File: src/rtl/color_sensor_ctrl.sv
// Colour-sensor transaction sequencer. It writes the register configuration
// table through the I2C byte engine. It then polls the eight channel bytes
// periodically and publishes them. NACKs and timeouts are retried, and
// repeated failure ends in a sticky error.
module color_sensor_ctrl #(
  parameter logic [6:0]  SLAVE_ID    = 7'h53,
  parameter int unsigned WAIT_CYCLES = 1_000_000,
  parameter int unsigned POLL_CYCLES = 5_000_000,
  parameter int unsigned TO_CYCLES   = 20_000,
  parameter int unsigned MAX_RETRY   = 3,
  parameter logic [7:0]  DATA_REG    = 8'h14
) (
  input  logic        clk,
  input  logic        rst_n,
  input  logic        enable,
  output logic        tx_req,
  output logic        tx_rw,
  output logic [6:0]  tx_dev,
  output logic [7:0]  tx_reg,
  output logic [7:0]  tx_wdata,
  input  logic        tx_done,
  input  logic        tx_nack,
  input  logic [7:0]  tx_rdata,
  output logic [15:0] clear_ch,
  output logic [15:0] red_ch,
  output logic [15:0] green_ch,
  output logic [15:0] blue_ch,
  output logic        data_vld,
  output logic        cfg_done,
  output logic        err
);

  localparam int unsigned RetryW = (MAX_RETRY > 1) ? $clog2(MAX_RETRY) : 1;
  localparam logic [RetryW-1:0] RetryLast = RetryW'(MAX_RETRY - 1);
  localparam logic [31:0] WaitLast = 32'(WAIT_CYCLES);
  localparam logic [31:0] PollLast = 32'(POLL_CYCLES);
  localparam logic [31:0] ToLast   = 32'(TO_CYCLES - 1);
  localparam logic [1:0]  CfgLast  = 2'd2;

  typedef enum logic [2:0] {
    StWait, StCfgReq, StCfgWait, StIdle, StRdReq, StRdWait, StUpdate, StError
  } state_e;

  state_e state_q, state_d;
  logic [31:0] timer_q, timer_d;
  logic [1:0]  cfg_idx_q, cfg_idx_d;
  logic [2:0]  byte_idx_q, byte_idx_d;
  logic [RetryW-1:0] retry_q, retry_d;
  logic        tx_rw_q, tx_rw_d;
  logic [7:0]  tx_reg_q, tx_reg_d;
  logic [7:0]  tx_wdata_q, tx_wdata_d;
  logic        cfg_done_q, cfg_done_d;
  logic [7:0]  shadow_q [7];
  logic [15:0] clear_q, red_q, green_q, blue_q;
  logic        store, publish, fail;

  // Configuration table as {reg, data}.
  function automatic logic [15:0] cfg_entry(input logic [1:0] idx);
    case (idx)
      2'd0:    cfg_entry = 16'h00_06;
      2'd1:    cfg_entry = 16'h01_F6;
      default: cfg_entry = 16'h0F_01;
    endcase
  endfunction

  // Next-state, transaction setup and retry decisions.
  always_comb begin
    state_d    = state_q;
    cfg_idx_d  = cfg_idx_q;
    byte_idx_d = byte_idx_q;
    retry_d    = retry_q;
    tx_rw_d    = tx_rw_q;
    tx_reg_d   = tx_reg_q;
    tx_wdata_d = tx_wdata_q;
    cfg_done_d = cfg_done_q;
    store      = 1'b0;
    publish    = 1'b0;
    fail       = 1'b0;
    unique case (state_q)
      StWait: begin
        if (timer_q == WaitLast) begin
          state_d                = StCfgReq;
          cfg_idx_d              = 2'd0;
          tx_rw_d                = 1'b0;
          {tx_reg_d, tx_wdata_d} = cfg_entry(2'd0);
        end
      end
      StCfgReq: state_d = StCfgWait;
      StCfgWait: begin
        if (tx_done && !tx_nack) begin
          retry_d = '0;
          if (cfg_idx_q == CfgLast) begin
            state_d    = StIdle;
            cfg_done_d = 1'b1;
          end else begin
            state_d                = StCfgReq;
            cfg_idx_d              = cfg_idx_q + 2'd1;
            {tx_reg_d, tx_wdata_d} = cfg_entry(cfg_idx_q + 2'd1);
          end
        end else if (tx_done || timer_q == ToLast) begin
          fail = 1'b1;
        end
      end
      StIdle: begin
        if (enable && timer_q == PollLast) begin
          state_d    = StRdReq;
          byte_idx_d = 3'd0;
          tx_rw_d    = 1'b1;
          tx_reg_d   = DATA_REG;
        end
      end
      StRdReq: state_d = StRdWait;
      StRdWait: begin
        if (tx_done && !tx_nack) begin
          retry_d = '0;
          if (byte_idx_q == 3'd7) begin
            state_d    = StUpdate;
            publish    = 1'b1;
            byte_idx_d = 3'd0;
          end else begin
            state_d    = StRdReq;
            store      = 1'b1;
            byte_idx_d = byte_idx_q + 3'd1;
            tx_reg_d   = DATA_REG + {5'd0, byte_idx_q + 3'd1};
          end
        end else if (tx_done || timer_q == ToLast) begin
          fail = 1'b1;
        end
      end
      StUpdate: state_d = StIdle;
      StError:  state_d = StError;
      default:  state_d = StError;
    endcase
    // A retry reissues the same request; the tx_* registers are left untouched.
    if (fail) begin
      if (retry_q == RetryLast) begin
        state_d = StError;
      end else begin
        retry_d = retry_q + 1'b1;
        state_d = (state_q == StCfgWait) ? StCfgReq : StRdReq;
      end
    end
  end

  // Shared timer: power-up wait, poll interval and transaction timeout.
  // It clears on every state change.
  always_comb begin
    timer_d = '0;
    if (state_d == state_q) begin
      unique case (state_q)
        StWait, StCfgWait, StRdWait: timer_d = timer_q + 32'd1;
        StIdle:  timer_d = enable ? timer_q + 32'd1 : 32'd0;
        default: timer_d = '0;
      endcase
    end
  end

  // State and datapath registers with synchronous active-low reset.
  always_ff @(posedge clk) begin
    if (!rst_n) begin
      state_q    <= StWait;
      timer_q    <= '0;
      cfg_idx_q  <= '0;
      byte_idx_q <= '0;
      retry_q    <= '0;
      tx_rw_q    <= 1'b0;
      tx_reg_q   <= '0;
      tx_wdata_q <= '0;
      cfg_done_q <= 1'b0;
      clear_q    <= '0;
      red_q      <= '0;
      green_q    <= '0;
      blue_q     <= '0;
      for (int i = 0; i < 7; i++) shadow_q[i] <= '0;
    end else begin
      state_q    <= state_d;
      timer_q    <= timer_d;
      cfg_idx_q  <= cfg_idx_d;
      byte_idx_q <= byte_idx_d;
      retry_q    <= retry_d;
      tx_rw_q    <= tx_rw_d;
      tx_reg_q   <= tx_reg_d;
      tx_wdata_q <= tx_wdata_d;
      cfg_done_q <= cfg_done_d;
      if (store) shadow_q[byte_idx_q] <= tx_rdata;
      // Byte 7 arrives with the final done, so it bypasses the shadow.
      if (publish) begin
        clear_q <= {shadow_q[1], shadow_q[0]};
        red_q   <= {shadow_q[3], shadow_q[2]};
        green_q <= {shadow_q[5], shadow_q[4]};
        blue_q  <= {tx_rdata, shadow_q[6]};
      end
    end
  end

  // Output decode from registered state.
  always_comb begin
    tx_req   = (state_q == StCfgReq) || (state_q == StRdReq);
    tx_rw    = tx_rw_q;
    tx_dev   = SLAVE_ID;
    tx_reg   = tx_reg_q;
    tx_wdata = tx_wdata_q;
    clear_ch = clear_q;
    red_ch   = red_q;
    green_ch = green_q;
    blue_ch  = blue_q;
    data_vld = (state_q == StUpdate);
    cfg_done = cfg_done_q;
    err      = (state_q == StError);
  end

endmodule

File: config.mk
export PLATFORM = sky130hd
export DESIGN_NAME = color_sensor_ctrl
export DESIGN_NICKNAME = d
export VERILOG_FILES = /design/src/rtl/color_sensor_ctrl.sv
export SDC_FILE = /design/constraint.sdc
export NUM_CORES = 1
export LEC_CHECK = 0
export CELL_PAD_IN_SITES_DETAIL_PLACEMENT = 1
export CELL_PAD_IN_SITES_GLOBAL_PLACEMENT = 1
export CORE_ASPECT_RATIO = 1.2
export CORE_MARGIN = 2
export CORE_UTILIZATION = 37
export DETAILED_ROUTE_END_ITERATION = 12
export GPL_TIMING_DRIVEN = 0
export PLACE_DENSITY_LB_ADDON = 0.1
export SYNTH_ARGS = -nofsm -noshare
export SYNTH_HDL_FRONTEND = slang
export SYNTH_SLANG_ARGS = --single-unit
File: constraint.sdc
create_clock -name clk -period 2.5 [get_ports clk]
set_input_delay 0.375 -clock clk [delete_from_list [all_inputs] [get_ports clk]]
set_output_delay 0.375 -clock clk [all_outputs]
set_load 0.03 [all_outputs]
==> metrics, run 1 <==
leakage power summed over all cells 0.003161 uW; deepest clock path buffer count 2; die span in x 130.4 um; CP Class flop to flop; grt peak-use layer met2; worst-case vdd ir drop between 0.4 and 0.5 mV; relative slew slack between 30% and 40%; Gate Count Post-Synth 770; via count about 5800; summed area of non-filler cells in the final layout between 0.009 and 0.01 sq mm; class of the tightest hold or removal check flop to flop; global-route usage over all layers 20.23%; diode insertion count for antenna repair 0; period utilization a little over nine tenths; result of the run completed; sequential element share of the synthesized area between 50 and 60%; RSZ-0062 raised after global routing true; growth of design area from synthesis to finish 30.83%; remaining number of nets flagged by the antenna check after routing 0; vertical die dimension approximately 160 um; Iter 0 DRT Violations 210; total of flip-flops plus latches after synthesis 171; Avg Inst Size Synth 9.207 sq um; net total in the final layout between 900 and 1000; final worst hold slack 455.4 ps; layout filler cell count 2206; synthesized cell area roughly 0.0071 sq mm; first-pass GRT wire length between 30000 and 40000 um; count of clock tree sinks roughly 170; minimum clock period 2456 ps; count of H-tree levels built during CTS 4; clock tree from TritonCTS yes; kind of end point of the critical path flop; Boundary Pins 105; gpl congestion approximately 0.87; CTS root buf sky130_fd_sc_hd__clkbuf_16; Worst setup SP type flop; vias per cell 4.974; required time at the worst-slack endpoint between 2000 and 3000 ps; remaining global-route overflow 0; area occupied by multi-input gates between 0.003 and 0.004 sq mm; worst-path fanout max 10; first-pass detailed-route iteration total 4; post-synthesis async set-or-reset flop share 0%; Cell Pwr Density 766.4 mW/mm^2; signal arrival time at the worst endpoint roughly 2800 ps; placeable core area 0.01886 sq mm; post-placement cell area approximately 0.0084 sq mm; Achievable Freq between 400 and 500 MHz; area of the die ~0.02 sq mm; number of hold-repair buffers added at the cts stage 0; met3 capacity usage during global routing 4.287%; actual slew at the worst max-slew pin ~950 ps; via count of the first global-routing pass about 6000; most frequently used flop master after synthesis sky130_fd_sc_hd__dfxtp_1; number of core rows 55; fraction of final layout cells sized beyond drive strength 1 roughly an eighth; number of clock buffers inserted by TritonCTS 17; count of flip-flops with a built-in enable after synthesis between 40 and 50; leading cell types by total area after synthesis sky130_fd_sc_hd__dfxtp_1, sky130_fd_sc_hd__edfxtp_1, sky130_fd_sc_hd__nand2_1; Unique masters post-synth 58; final HPWL from detailed placement roughly 15000 um; Total Power roughly 7100 uW; number of antenna violations at the first check in global routing 0; Final setup violation count 0; leading cell type in the layout, fill and taps excluded sky130_fd_sc_hd__nand2_1; total negative slack 0 ps; commonest cells after routing, fill and taps aside sky130_fd_sc_hd__nand2_1, sky130_fd_sc_hd__dfxtp_1, sky130_fd_sc_hd__clkdlybuf4s50_1, sky130_fd_sc_hd__a21oi_1, sky130_fd_sc_hd__nor2_1; flip-flop count of the largest register, all copies and words added between 50 and 60; initial standard-cell utilization of the core between 30% and 40%; GR Layer Usage met1 roughly a quarter; Warnings, synthesis 0; fraction of synthesized cell area taken by the top area cell type between 30% and 40%; library cell occupying the most area in the post-synthesis netlist sky130_fd_sc_hd__dfxtp_1; drt total wl between 20000 and 25000 um; final-report hold violation count 0; final worst clock skew 17.42 ps; Most flops, register shadow_q; GRT met2 Usage about 36%; max-slew violation count 0; area of all sequential standard cells between 0.003 and 0.004 sq mm; leading registers by flop count shadow_q x56, timer_q x32; Residual DRC 0; post-detailed-route wirelength per cell ~17 um; maximum number of pins on one net before global-route repair 19; PortBufs just over 90; Skew-Pair Late Insertion Delay 440 ps; CTS clk-pin slew, worst paths ~70 ps; max_cap viols 0
-- synth_stat cells, types with 2 or more instances --
| cell | instances |
|---|---|
| sky130_fd_sc_hd__nand2_1 | 175 |
| sky130_fd_sc_hd__dfxtp_1 | 123 |
| sky130_fd_sc_hd__nor2_1 | 73 |
| sky130_fd_sc_hd__a21oi_1 | 72 |
| sky130_fd_sc_hd__edfxtp_1 | 48 |
| sky130_fd_sc_hd__nor3_1 | 42 |
| sky130_fd_sc_hd__clkbuf_1 | 27 |
| sky130_fd_sc_hd__buf_4 | 20 |
| sky130_fd_sc_hd__xor2_1 | 19 |
| sky130_fd_sc_hd__inv_1 | 17 |
| sky130_fd_sc_hd__nand3_1 | 17 |
| sky130_fd_sc_hd__nand4_1 | 15 |
| sky130_fd_sc_hd__xnor2_1 | 13 |
| sky130_fd_sc_hd__and2_1 | 9 |
| sky130_fd_sc_hd__mux2i_1 | 8 |
| sky130_fd_sc_hd__ha_1 | 7 |
| sky130_fd_sc_hd__o21ai_0 | 7 |
| sky130_fd_sc_hd__a31oi_1 | 6 |
| sky130_fd_sc_hd__and4_1 | 5 |
| sky130_fd_sc_hd__or4_1 | 5 |
| sky130_fd_sc_hd__and3_1 | 3 |
| sky130_fd_sc_hd__buf_2 | 3 |
| sky130_fd_sc_hd__nand2b_1 | 3 |
| sky130_fd_sc_hd__nor4b_1 | 3 |
| sky130_fd_sc_hd__a211oi_1 | 2 |
| sky130_fd_sc_hd__a311oi_1 | 2 |
| sky130_fd_sc_hd__a32oi_1 | 2 |
| sky130_fd_sc_hd__and3_2 | 2 |
| sky130_fd_sc_hd__clkbuf_8 | 2 |
| sky130_fd_sc_hd__clkinv_1 | 2 |
| sky130_fd_sc_hd__conb_1 | 2 |
| sky130_fd_sc_hd__nor2b_1 | 2 |
| sky130_fd_sc_hd__nor3b_1 | 2 |
| sky130_fd_sc_hd__nor4_1 | 2 |
| sky130_fd_sc_hd__o211a_1 | 2 |
| sky130_fd_sc_hd__o221ai_1 | 2 |
| sky130_fd_sc_hd__o22ai_1 | 2 |
| sky130_fd_sc_hd__o311a_1 | 2 |
| sky130_fd_sc_hd__or2_2 | 2 |
| sky130_fd_sc_hd__or4_4 | 2 |
-- final timing paths --
path,start,to,slack [ps],depth (start not counted)
hold / removal,green_ch[15],green_ch[15],460,2
setup reg to reg,timer_q[5],timer_q[16],40,9
hold reg to reg,green_ch[15],green_ch[15],460,2
setup / recovery,timer_q[5],timer_q[16],40,9
-- layer usage --
layer	wire [um]	vias to the layer above	share of wire, %
li1	-	2867	-
met1	8431	2819	42
met2	10630	107	53
met3	642	22	3.2
met4	376	0	1.9
met5	0	-	0
-- layout make-up --
type	count	share of cell area, %
Sequential cell	171	42.12
Clock inverter	15	1.902
Inverter	19	0.8094
Buffer	52	3.440
Clock buffer	17	4.587
Multi-Input combinational cell	534	32.65
Timing Repair Buffer	105	11.05
Tap cell	256	3.453
-- metrics by stage --
stage	setup WS [ps]	instances	util [%]
floorplan	162.6	779	-
global placement	-647.9	1128	44.41
detailed placement	-736.9	1128	44.41
CTS	-4.680	1162	48.19
global route	-40.92	1169	49.19
finish	43.90	1169	49.19
-- critical path, cell delays in order (launching register included) --
cell and delay [ps]:
sky130_fd_sc_hd__dfxtp_2 360, sky130_fd_sc_hd__or4_4 550, sky130_fd_sc_hd__nor4_4 240, sky130_fd_sc_hd__buf_6 160, sky130_fd_sc_hd__buf_4 110, sky130_fd_sc_hd__a32oi_2 170
sky130_fd_sc_hd__o22ai_2 230, sky130_fd_sc_hd__o311a_4 260, sky130_fd_sc_hd__buf_4 190, sky130_fd_sc_hd__nor3_1 70
-- cells by family (layout without fill, tap and decap cells) --
logic type / count (synthesis) / count (layout) / share of synthesized area [%]
compound gates: 106 / 106 / 8.807
simple gates: 369 / 369 / 24.00
xor+xnor: 32 / 32 / 3.953
buf+inv: 74 / 208 / 5.542
fa+ha+maj: 7 / 7 / 1.235
flops: 171 / 171 / 55.07
other cells: 2 / 11 / 0.1059
mux: 9 / 9 / 1.288
-- report_power, final --
| group | total, uW | switching, uW | internal, uW |
|---|---|---|---|
| registers | 2980 | 59.7 | 2920 |
| logic | 1430 | 865 | 568 |
| clock network | 2690 | 1260 | 1440 |
-- repair_timing --
item	in CTS	in global routing
resized for setup	22	30
setup buffers	4	8
pin swaps	3	6
endpoints found under the setup margin	194	194
(Power assumes the default switching activity.)
==> run 2, diff against run 1 <==
SKIP_LAST_GASP = 1   (was unset)
==> metrics, run 2 (synthesis gave the netlist of run 1 again) <==
startpoint of the tightest hold check path green_ch[15]; RSZ-0062 raised after global routing true; count of H-tree levels built during CTS 4; Min-Delay Endpoint green_ch[15]; remaining global-route overflow 0; relative slew slack 35.14%; PortBufs 93; Total Power a little over 7000 uW; initial standard-cell utilization of the core 37.60%; depth of the worst register-to-register path 9; layout filler cell count ~2200; minimum clock period between 2000 and 2500 ps; number of clock buffers inserted by TritonCTS 17; kind of end point of the critical path flop; Residual DRC 0; commonest cells after routing, fill and taps aside sky130_fd_sc_hd__nand2_1, sky130_fd_sc_hd__dfxtp_1, sky130_fd_sc_hd__clkdlybuf4s50_1, sky130_fd_sc_hd__a21oi_1, sky130_fd_sc_hd__nor2_1; leakage power summed over all cells ~0.0032 uW; Skew-Pair Late Insertion Delay between 400 and 500 ps; Most flops, register shadow_q; Final setup violation count 0; die span in x about 130 um; via count of the first global-routing pass ~6000; DR WL met2 10660 um; launch instance of the worst register-to-register path timer_q[5]; actual slew at the worst max-slew pin around 960 ps; maximum number of pins on one net before global-route repair 19; placeable core area 0.01886 sq mm; Worst Setup Slack post-DPL -736.9 ps; post-detailed-route wirelength per cell between 15 and 20 um; worst setup slack for register-to-register paths about 40 ps; least setup slack across all paths after layout about 21 ps; CTS clk-pin slew, worst paths about 70 ps; vertical die dimension ~160 um; Achievable Freq ~400 MHz; deepest clock path buffer count 2; global-route usage over all layers between 20% and 30%; remaining number of nets flagged by the antenna check after routing 0; area of all sequential standard cells 0.003906 sq mm; drt total wl 20100 um; via count about 5800; clock tree from TritonCTS yes; period utilization between 90% and 100%; max_cap viols 0; number of core rows 55; growth of design area from synthesis to finish 30.73%; count of clock tree sinks 171; net total in the final layout ~900; gpl congestion roughly 0.87; Cell Pwr Density approximately 770 mW/mm^2; CP Class input port to flop; number of hold-repair buffers added at the cts stage 0; number of antenna violations at the first check in global routing 0; first-pass detailed-route iteration total 4; final HPWL from detailed placement approximately 15000 um; Min-Delay Path Depth 2; signal arrival time at the worst endpoint between 2000 and 3000 ps; Boundary Pins roughly 110; leading cell type in the layout, fill and taps excluded sky130_fd_sc_hd__nand2_1; fraction of final layout cells sized beyond drive strength 1 13.03%; highest metal layer with signal wires met4; Met1 Routed Length 8450 um; final worst clock skew 14.06 ps; final-report hold violation count 0; area occupied by multi-input gates just over 0.003 sq mm; flip-flop count of the largest register, all copies and words added 56; total met3 wirelength after detailed routing roughly 620 um; required time at the worst-slack endpoint about 2600 ps; CTS root buf sky130_fd_sc_hd__clkbuf_16; Worst setup SP type input port; worst-path fanout max 9; max-slew violation count 0; worst-case vdd ir drop 0.4563 mV; class of the tightest hold or removal check flop to flop; final worst hold slack between 400 and 500 ps; area of the die around 0.020 sq mm; result of the run completed; leading registers by flop count shadow_q x56, timer_q x32; first-pass GRT wire length between 30000 and 40000 um; Iter 0 DRT Violations 210; endpoint of the worst register-to-register path timer_q[26]; total negative slack 0 ps; vias per cell ~5; diode insertion count for antenna repair 0
[run 2: timing repair]
| item | CTS | global route |
|---|---|---|
| pin swaps | 3 | 5 |
| cloned | 0 | 0 |
| setup endpoints to repair | 194 | 194 |
| buffers inserted | 4 | 8 |
| resized for setup | 22 | 27 |
[run 2: worst max-delay path, cell delays in order]
cell and delay, ps:
sky130_fd_sc_hd__clkdlybuf4s50_1 520, sky130_fd_sc_hd__nand2b_1 340, sky130_fd_sc_hd__nor3_2 380, sky130_fd_sc_hd__nand2_1 130, sky130_fd_sc_hd__or4_1 640, sky130_fd_sc_hd__nand2_4 220
[run 2: report_power, final]
part	leakage, uW	switching [uW]	internal, uW
Clock	0.000294	1250	1440
Sequential	0.00149	59.9	2930
Combinational	0.00137	864	568
Total	0.00316	2170	4930
[run 2: layer usage]
metal,vias up,track usage [%]
met2,104,36.20
met5,-,0
met4,0,6.535
met3,24,4.287
met1,2826,24.01
li1,2869,-
[run 2: how the worst max path moves through the flow]
stage             startpoint              to  slack, ps  depth (start not counted)
2_1_floorplan  byte_idx_q[1]  shadow_q[1][0]        160                          8
3_3_place_gp         tx_done  shadow_q[4][5]       -650                          6
3_5_place_dp         tx_nack  shadow_q[4][6]       -740                          6
4_1_cts           state_q[0]  shadow_q[3][4]         -5                          7
5_1_grt              tx_nack  shadow_q[1][4]        -80                          7
6_report             tx_nack  shadow_q[3][3]         20                          6
[run 2: per-stage QoR]
stage	util [%]	cells	instance area (sq um)
floorplan	-	779	7123
global placement	44.41	1128	8374
detailed placement	44.41	1128	8374
CTS	48.19	1162	9086
global route	49.15	1169	9268
finish	49.15	1169	9268
[run 2: final cells by class]
class / instances / area share [%]
clock buffer: 17 / 4.590
clock inverter: 15 / 1.904
tap: 256 / 3.456
multi-input combinational: 534 / 32.60
inverter: 19 / 0.8100
buffer: 52 / 3.429
sequential: 171 / 42.15
timing repair buffer: 105 / 11.06
